--- src/rtl/ntp_sync_scheduler.sv ---
// Sequencer for the NTP time-set block: boot/periodic/manual sync attempts,
// timeout supervision with peer reset, epoch sanity check and retry back-off.
module ntp_sync_scheduler #(
  parameter int unsigned TICK_CYCLES   = 50000000,
  parameter int unsigned BOOT_DELAY_S  = 2,
  parameter int unsigned TIMEOUT_S     = 30,
  parameter int unsigned RETRY_DELAY_S = 5,
  parameter int unsigned MAX_RETRY     = 3,
  parameter int unsigned SYNC_PERIOD_S = 3600,
  parameter int unsigned RST_CYCLES    = 16,
  parameter logic [31:0] MIN_EPOCH     = 32'd1704067200
) (
  input  logic        clk,
  input  logic        reset_n,
  input  logic        enable_i,
  input  logic        manual_req_i,
  output logic        sync_en_o,
  output logic        sync_rst_n_o,
  input  logic        sync_finished_i,
  input  logic [31:0] sync_time_i,
  output logic        time_load_o,
  output logic [31:0] time_value_o,
  output logic        busy_o,
  output logic        sync_ok_o,
  output logic        sync_fail_o,
  output logic [3:0]  retry_cnt_o
);

  localparam logic [63:0] BOOT_CYC   = 64'(BOOT_DELAY_S)  * 64'(TICK_CYCLES);
  localparam logic [63:0] TO_CYC     = 64'(TIMEOUT_S)     * 64'(TICK_CYCLES);
  localparam logic [63:0] RETRY_CYC  = 64'(RETRY_DELAY_S) * 64'(TICK_CYCLES);
  localparam logic [63:0] PERIOD_CYC = 64'(SYNC_PERIOD_S) * 64'(TICK_CYCLES);
  localparam logic [63:0] RST_CYC    = 64'(RST_CYCLES);

  typedef enum logic [2:0] {
    S_BOOT, S_ARM, S_WAIT, S_CHECK, S_RSTP, S_BACKOFF, S_HOLD
  } state_e;

  state_e      state_q, state_d;
  logic [63:0] tmr_q;
  logic [3:0]  retry_q;
  logic [31:0] cand_q;
  logic [31:0] tv_q;
  logic        has_prev_q;
  logic        sync_ok_q;
  logic        sync_en_q, sync_rst_n_q, time_load_q, sync_fail_q, busy_q;

  logic accept, fail, give_up, hold_manual, cnt_en;

  assign give_up     = ({1'b0, retry_q} + 5'd1) >= 5'(MAX_RETRY);
  assign hold_manual = (state_q == S_HOLD) && enable_i && manual_req_i;
  // Idle-type states pause with the enable switch; an attempt in flight never does.
  assign cnt_en      = (state_q == S_WAIT) || (state_q == S_RSTP) ||
                       (enable_i && ((state_q == S_BOOT) || (state_q == S_HOLD) ||
                                     (state_q == S_BACKOFF)));

  always_comb begin
    state_d = state_q;
    accept  = 1'b0;
    fail    = 1'b0;
    case (state_q)
      S_BOOT:    if (enable_i && (manual_req_i || tmr_q == BOOT_CYC - 64'd1)) state_d = S_ARM;
      S_ARM:     state_d = S_WAIT;
      S_WAIT: begin
        if (sync_finished_i)                state_d = S_CHECK;
        else if (tmr_q == TO_CYC - 64'd1)   state_d = S_RSTP;
      end
      S_RSTP:    if (tmr_q == RST_CYC - 64'd1) fail = 1'b1;
      S_CHECK: begin
        if (cand_q >= MIN_EPOCH && (!has_prev_q || cand_q >= tv_q)) begin
          accept  = 1'b1;
          state_d = S_HOLD;
        end else begin
          fail = 1'b1;
        end
      end
      S_BACKOFF: if (enable_i && tmr_q == RETRY_CYC - 64'd1) state_d = S_ARM;
      S_HOLD:    if (hold_manual || (enable_i && tmr_q == PERIOD_CYC - 64'd1)) state_d = S_ARM;
      default:   state_d = S_BOOT;
    endcase
    if (fail) state_d = give_up ? S_HOLD : S_BACKOFF;
  end

  // Outputs are registered from the next state so they line up with the state they describe.
  always_ff @(posedge clk) begin
    if (!reset_n) begin
      state_q      <= S_BOOT;
      tmr_q        <= '0;
      retry_q      <= '0;
      cand_q       <= '0;
      tv_q         <= '0;
      has_prev_q   <= 1'b0;
      sync_ok_q    <= 1'b0;
      sync_en_q    <= 1'b0;
      sync_rst_n_q <= 1'b0;
      time_load_q  <= 1'b0;
      sync_fail_q  <= 1'b0;
      busy_q       <= 1'b0;
    end else begin
      state_q <= state_d;
      if (state_d != state_q) tmr_q <= '0;
      else if (cnt_en)        tmr_q <= tmr_q + 64'd1;

      if (state_q == S_WAIT && sync_finished_i) cand_q <= sync_time_i;

      if (accept) begin
        tv_q       <= cand_q;
        has_prev_q <= 1'b1;
        sync_ok_q  <= 1'b1;
        retry_q    <= '0;
      end else if (fail) begin
        retry_q <= give_up ? 4'd0 : retry_q + 4'd1;
      end else if (hold_manual) begin
        retry_q <= '0;
      end

      sync_en_q    <= (state_d == S_ARM);
      sync_rst_n_q <= (state_d != S_RSTP);
      time_load_q  <= accept;
      sync_fail_q  <= fail && give_up;
      busy_q       <= (state_d == S_ARM) || (state_d == S_WAIT) || (state_d == S_CHECK) ||
                      (state_d == S_RSTP) || (state_d == S_BACKOFF);
    end
  end

  assign sync_en_o    = sync_en_q;
  assign sync_rst_n_o = sync_rst_n_q;
  assign time_load_o  = time_load_q;
  assign time_value_o = tv_q;
  assign busy_o       = busy_q;
  assign sync_ok_o    = sync_ok_q;
  assign sync_fail_o  = sync_fail_q;
  assign retry_cnt_o  = retry_q;

endmodule
--- config.mk ---
export PLATFORM = sky130hd
export DESIGN_NAME = ntp_sync_scheduler
export DESIGN_NICKNAME = d
export VERILOG_FILES = /design/src/rtl/ntp_sync_scheduler.sv
export SDC_FILE = /design/constraint.sdc
export NUM_CORES = 1
export LEC_CHECK = 0
export ABC_AREA = 1
export CAP_MARGIN = 20
export CORE_MARGIN = 4
export CORE_UTILIZATION = 45
export CTS_BUF_LIST = sky130_fd_sc_hd__clkbuf_4
export DETAILED_ROUTE_END_ITERATION = 12
export GPL_ROUTABILITY_DRIVEN = 0
export PLACE_DENSITY = 0.72
export SKIP_LAST_GASP = 1
export SYNTH_ARGS = -nofsm -noshare
export SYNTH_HDL_FRONTEND = slang
export SYNTH_SLANG_ARGS = --single-unit
--- constraint.sdc ---
create_clock -name clk -period 3.9 [get_ports clk]
set_clock_uncertainty 0.2 [all_clocks]
set_input_delay 0.78 -clock clk [delete_from_list [all_inputs] [get_ports clk]]
set_output_delay 0.78 -clock clk [all_outputs]
set_load 0.03 [all_outputs]
==> results.json <==
{
  "first_pass_iters": 8,
  "p_seq_share_pct": 48.8,
  "core_um2": 17300,
  "cts_made_buffers": 17,
  "switchingPower_uw": 1073,
  "rows": 48,
  "grt_overflow": 0,
  "setup_viol": 0,
  "numClockSinks": 141,
  "syn_nets": 1185,
  "reg2reg_from": "time_value_o[27]",
  "cp_max_fo": 64,
  "hold_buffers": 0,
  "p_comb_share_pct": 17.7,
  "cts_setup_buffers": 0,
  "crit_type": "flip-flop to flip-flop",
  "maxCapViolCount": 0,
  "cts_root_buf": "clkbuf_4",
  "clk_pin_slew_ps": 160,
  "place_area_um2": 8919,
  "finalCriticalPeriod_ps": 3054,
  "swShare_pct": 34.45,
  "tightest_slew_ps": 605.3,
  "drive_gt1_share_pct": 11.23,
  "grt_pass1_vias": 7044,
  "finalCritPeriodShare_pct": 78.30,
  "fin_nets": 1261,
  "ys_seq_elements": 141,
  "intPower_uw": 2041,
  "mostFrequentLayoutCells": "inv_1 (169), nand2_1 (153), nor2_1 (146)",
  "max-slew-margin-rel_pct": 59.34,
  "clock.fmax_ghz": 0.3275,
  "drt-total-wl_um": 20420,
  "dp_hpwl_um": 15360,
  "end_kind": "flip-flop",
  "antenna_found_initial": 2,
  "rsz0062_at_grt": "false",
  "grt_usage_pct": 21.01,
  "via_count": 7473,
  "slew_viol_final": 0,
  "reg2reg_slack_ps": 850,
  "clk_latency_ps": 620,
  "multi_input_area_um2": 4299,
  "hp-class": "flip-flop to flip-flop",
  "drt-initial-drc-count": 517,
  "portBuffers": 78,
  "seqCellArea_um2": 2823,
  "h-tree-depth": 4,
  "cts_resized": 0,
  "drc": 0,
  "synthesis.instances": 1113,
  "avgViaCountPerCell": 5.222,
  "ir_worst_vdd_uv": 237.5,
  "start_util_pct": 45.86,
  "die_h_um": 140.8,
  "ant_nets": 0,
  "yosysSeqAreaShare_pct": 35.59,
  "cp-start-kind": "flip-flop",
  "worstPathRequired_ps": 4190,
  "netlist_area_um2": 7931,
  "synth_area_per_cell_um2": 7.126,
  "cp.arrival_ps": 3340,
  "dieWidth_um": 140.8,
  "status": "complete, no violations",
  "die_area_um2": 19810,
  "regToRegEndpoint": "tmr_q[23]",
  "final.setup.tns_ps": 0,
  "clk_path_buf_depth": 2,
  "final_design_area_no_fill_um2": 9246,
  "p_clk_share_pct": 33.6,
  "fillers": 1705,
  "hold_violations": 0,
  "power_density_nw_per_um2": 336.8,
  "area_growth_pct": 16.58,
  "cts_tree": "built",
  "final_common_cell": "inv_1",
  "crit_start": "time_value_o[27]",
  "p_leak_uw": 0.003400,
  "synth.distinct_cells": 36,
  "fin_ws_ps": 846.1,
  "wl_per_cell_um": 14.27,
  "io-pin-count": 79,
  "crit_end": "tmr_q[23]",
  "rr_worst_depth": 19,
  "grt_pass1_wl_um": 33890,
  "grt_max_degree": 65,
  "ys_warn_count": 0,
  "dp_worst_setup_slack_ps": 434.6
}
## registers in the layout (all words and copies together) (netlist names)
| name | flops |
|---|---|
| busy_o | 1 |
| cand_q | 32 |
| retry_cnt_o | 4 |
| state_q | 3 |
| sync_en_o | 1 |
| sync_fail_o | 1 |
| sync_ok_o | 1 |
| sync_rst_n_o | 1 |
| time_load_o | 1 |
| time_value_o | 32 |
| tmr_q | 64 |
## per-stage QoR
stage                     utilization, %  total power [µW]  hold WS [ps]  std cells
final                              53.46              3114         285.3       1431
after global placement             51.56              2092         261.2       1395
after global routing               53.46              3280         313.3       1431
after detailed placement           51.56              2102         268.9       1395
after floorplan                        -              1971         248.1       1113
after CTS                          53.40              3142         288.8       1427
## critical path, stage by stage, from the launching register on
cell     delay [ps]
dfxtp_1         370
inv_1            60
ha_1            310
a21oi_1         140
o21ai_0         140
nand2_1          90
nand2_1          70
a21oi_1         120
nand2_1         110
nand2_1          80
nand2_1         160
nand2_4         170
nand2_4          80
nand3_1         110
nand2_1          70
nand2_1          70
inv_2            40
nand2_4          50
buf_12          310
nor2_1           70
## power by group through the flow
stage / logic (µW) / registers, µW / clock network (µW)
global route: 621 / 1520 / 1130
detailed placement: 552 / 1550 / 0
CTS: 554 / 1520 / 1070
finish: 550 / 1520 / 1050
global placement: 544 / 1550 / 0
floorplan: 420 / 1550 / 0
## cell usage after synthesis, drive strengths merged
library cell	instances	area, µm²
xnor2	9	78.83
nor3	41	230.2
nand3	51	270.3
buf	12	95.09
nand3b	5	41.29
xor2	51	446.7
nor2	213	987.2
o31ai	1	7.510
nor4	12	87.58
nand2	164	655.6
o21a	4	30.03
a21oi	62	310.3
nand4	38	237.7
or2	1	6.260
mux2i	2	20.02
a211oi	1	7.510
inv	175	656.9
clkbuf	16	60.06
dfxtp	141	2823
a2111oi	1	8.760
nor3b	1	7.510
o21ai	45	225.2
ha	35	437.9
a31oi	1	6.260
o22ai	31	193.9
## worst min-delay path by stage
stage / cells after the start / endpoint / slack [ps] / startpoint
6_report: 2 / cand_q[3] / 290 / cand_q[3]
2_1_floorplan: 2 / cand_q[0] / 250 / cand_q[0]
3_3_place_gp: 2 / cand_q[1] / 260 / cand_q[1]
3_5_place_dp: 2 / cand_q[3] / 270 / cand_q[3]
4_1_cts: 2 / cand_q[3] / 290 / cand_q[3]
5_1_grt: 2 / cand_q[0] / 310 / cand_q[0]
## cell families (layout without fill, tap and decap cells)
logic type                 count (synthesis)  count (layout)  synth area share, %
buffers and inverters                    203             292                10.24
muxes                                      2               2               0.2524
DFF                                      141             141                35.59
and+or+nand+nor                          526             526                31.82
other                                      0               4                    0
adders and majority gates                 35              35                5.521
xor gates and xnor gates                  60              60                6.626
AOI/OAI and AO/OA                        146             146                9.955
## area by class of cell
cell class / instances / share of cell area, %
multi-input combinational: 769 / 46.50
clock inverter: 15 / 2.057
tap: 225 / 3.045
sequential: 141 / 30.53
timing repair buffer: 85 / 9.283
inverter: 175 / 7.104
clock buffer: 17 / 1.380
antenna: 4 / 0.1083
## per-layer routing
layer	track usage (%)	wire (µm)	vias to the layer above
met5	0	11	-
met3	5.393	1365	61
li1	-	-	3762
met1	28.27	9410	3383
met4	8.312	606	2
met2	32.31	9024	265
No activity file was read; power rests on OpenSTA's default activity.
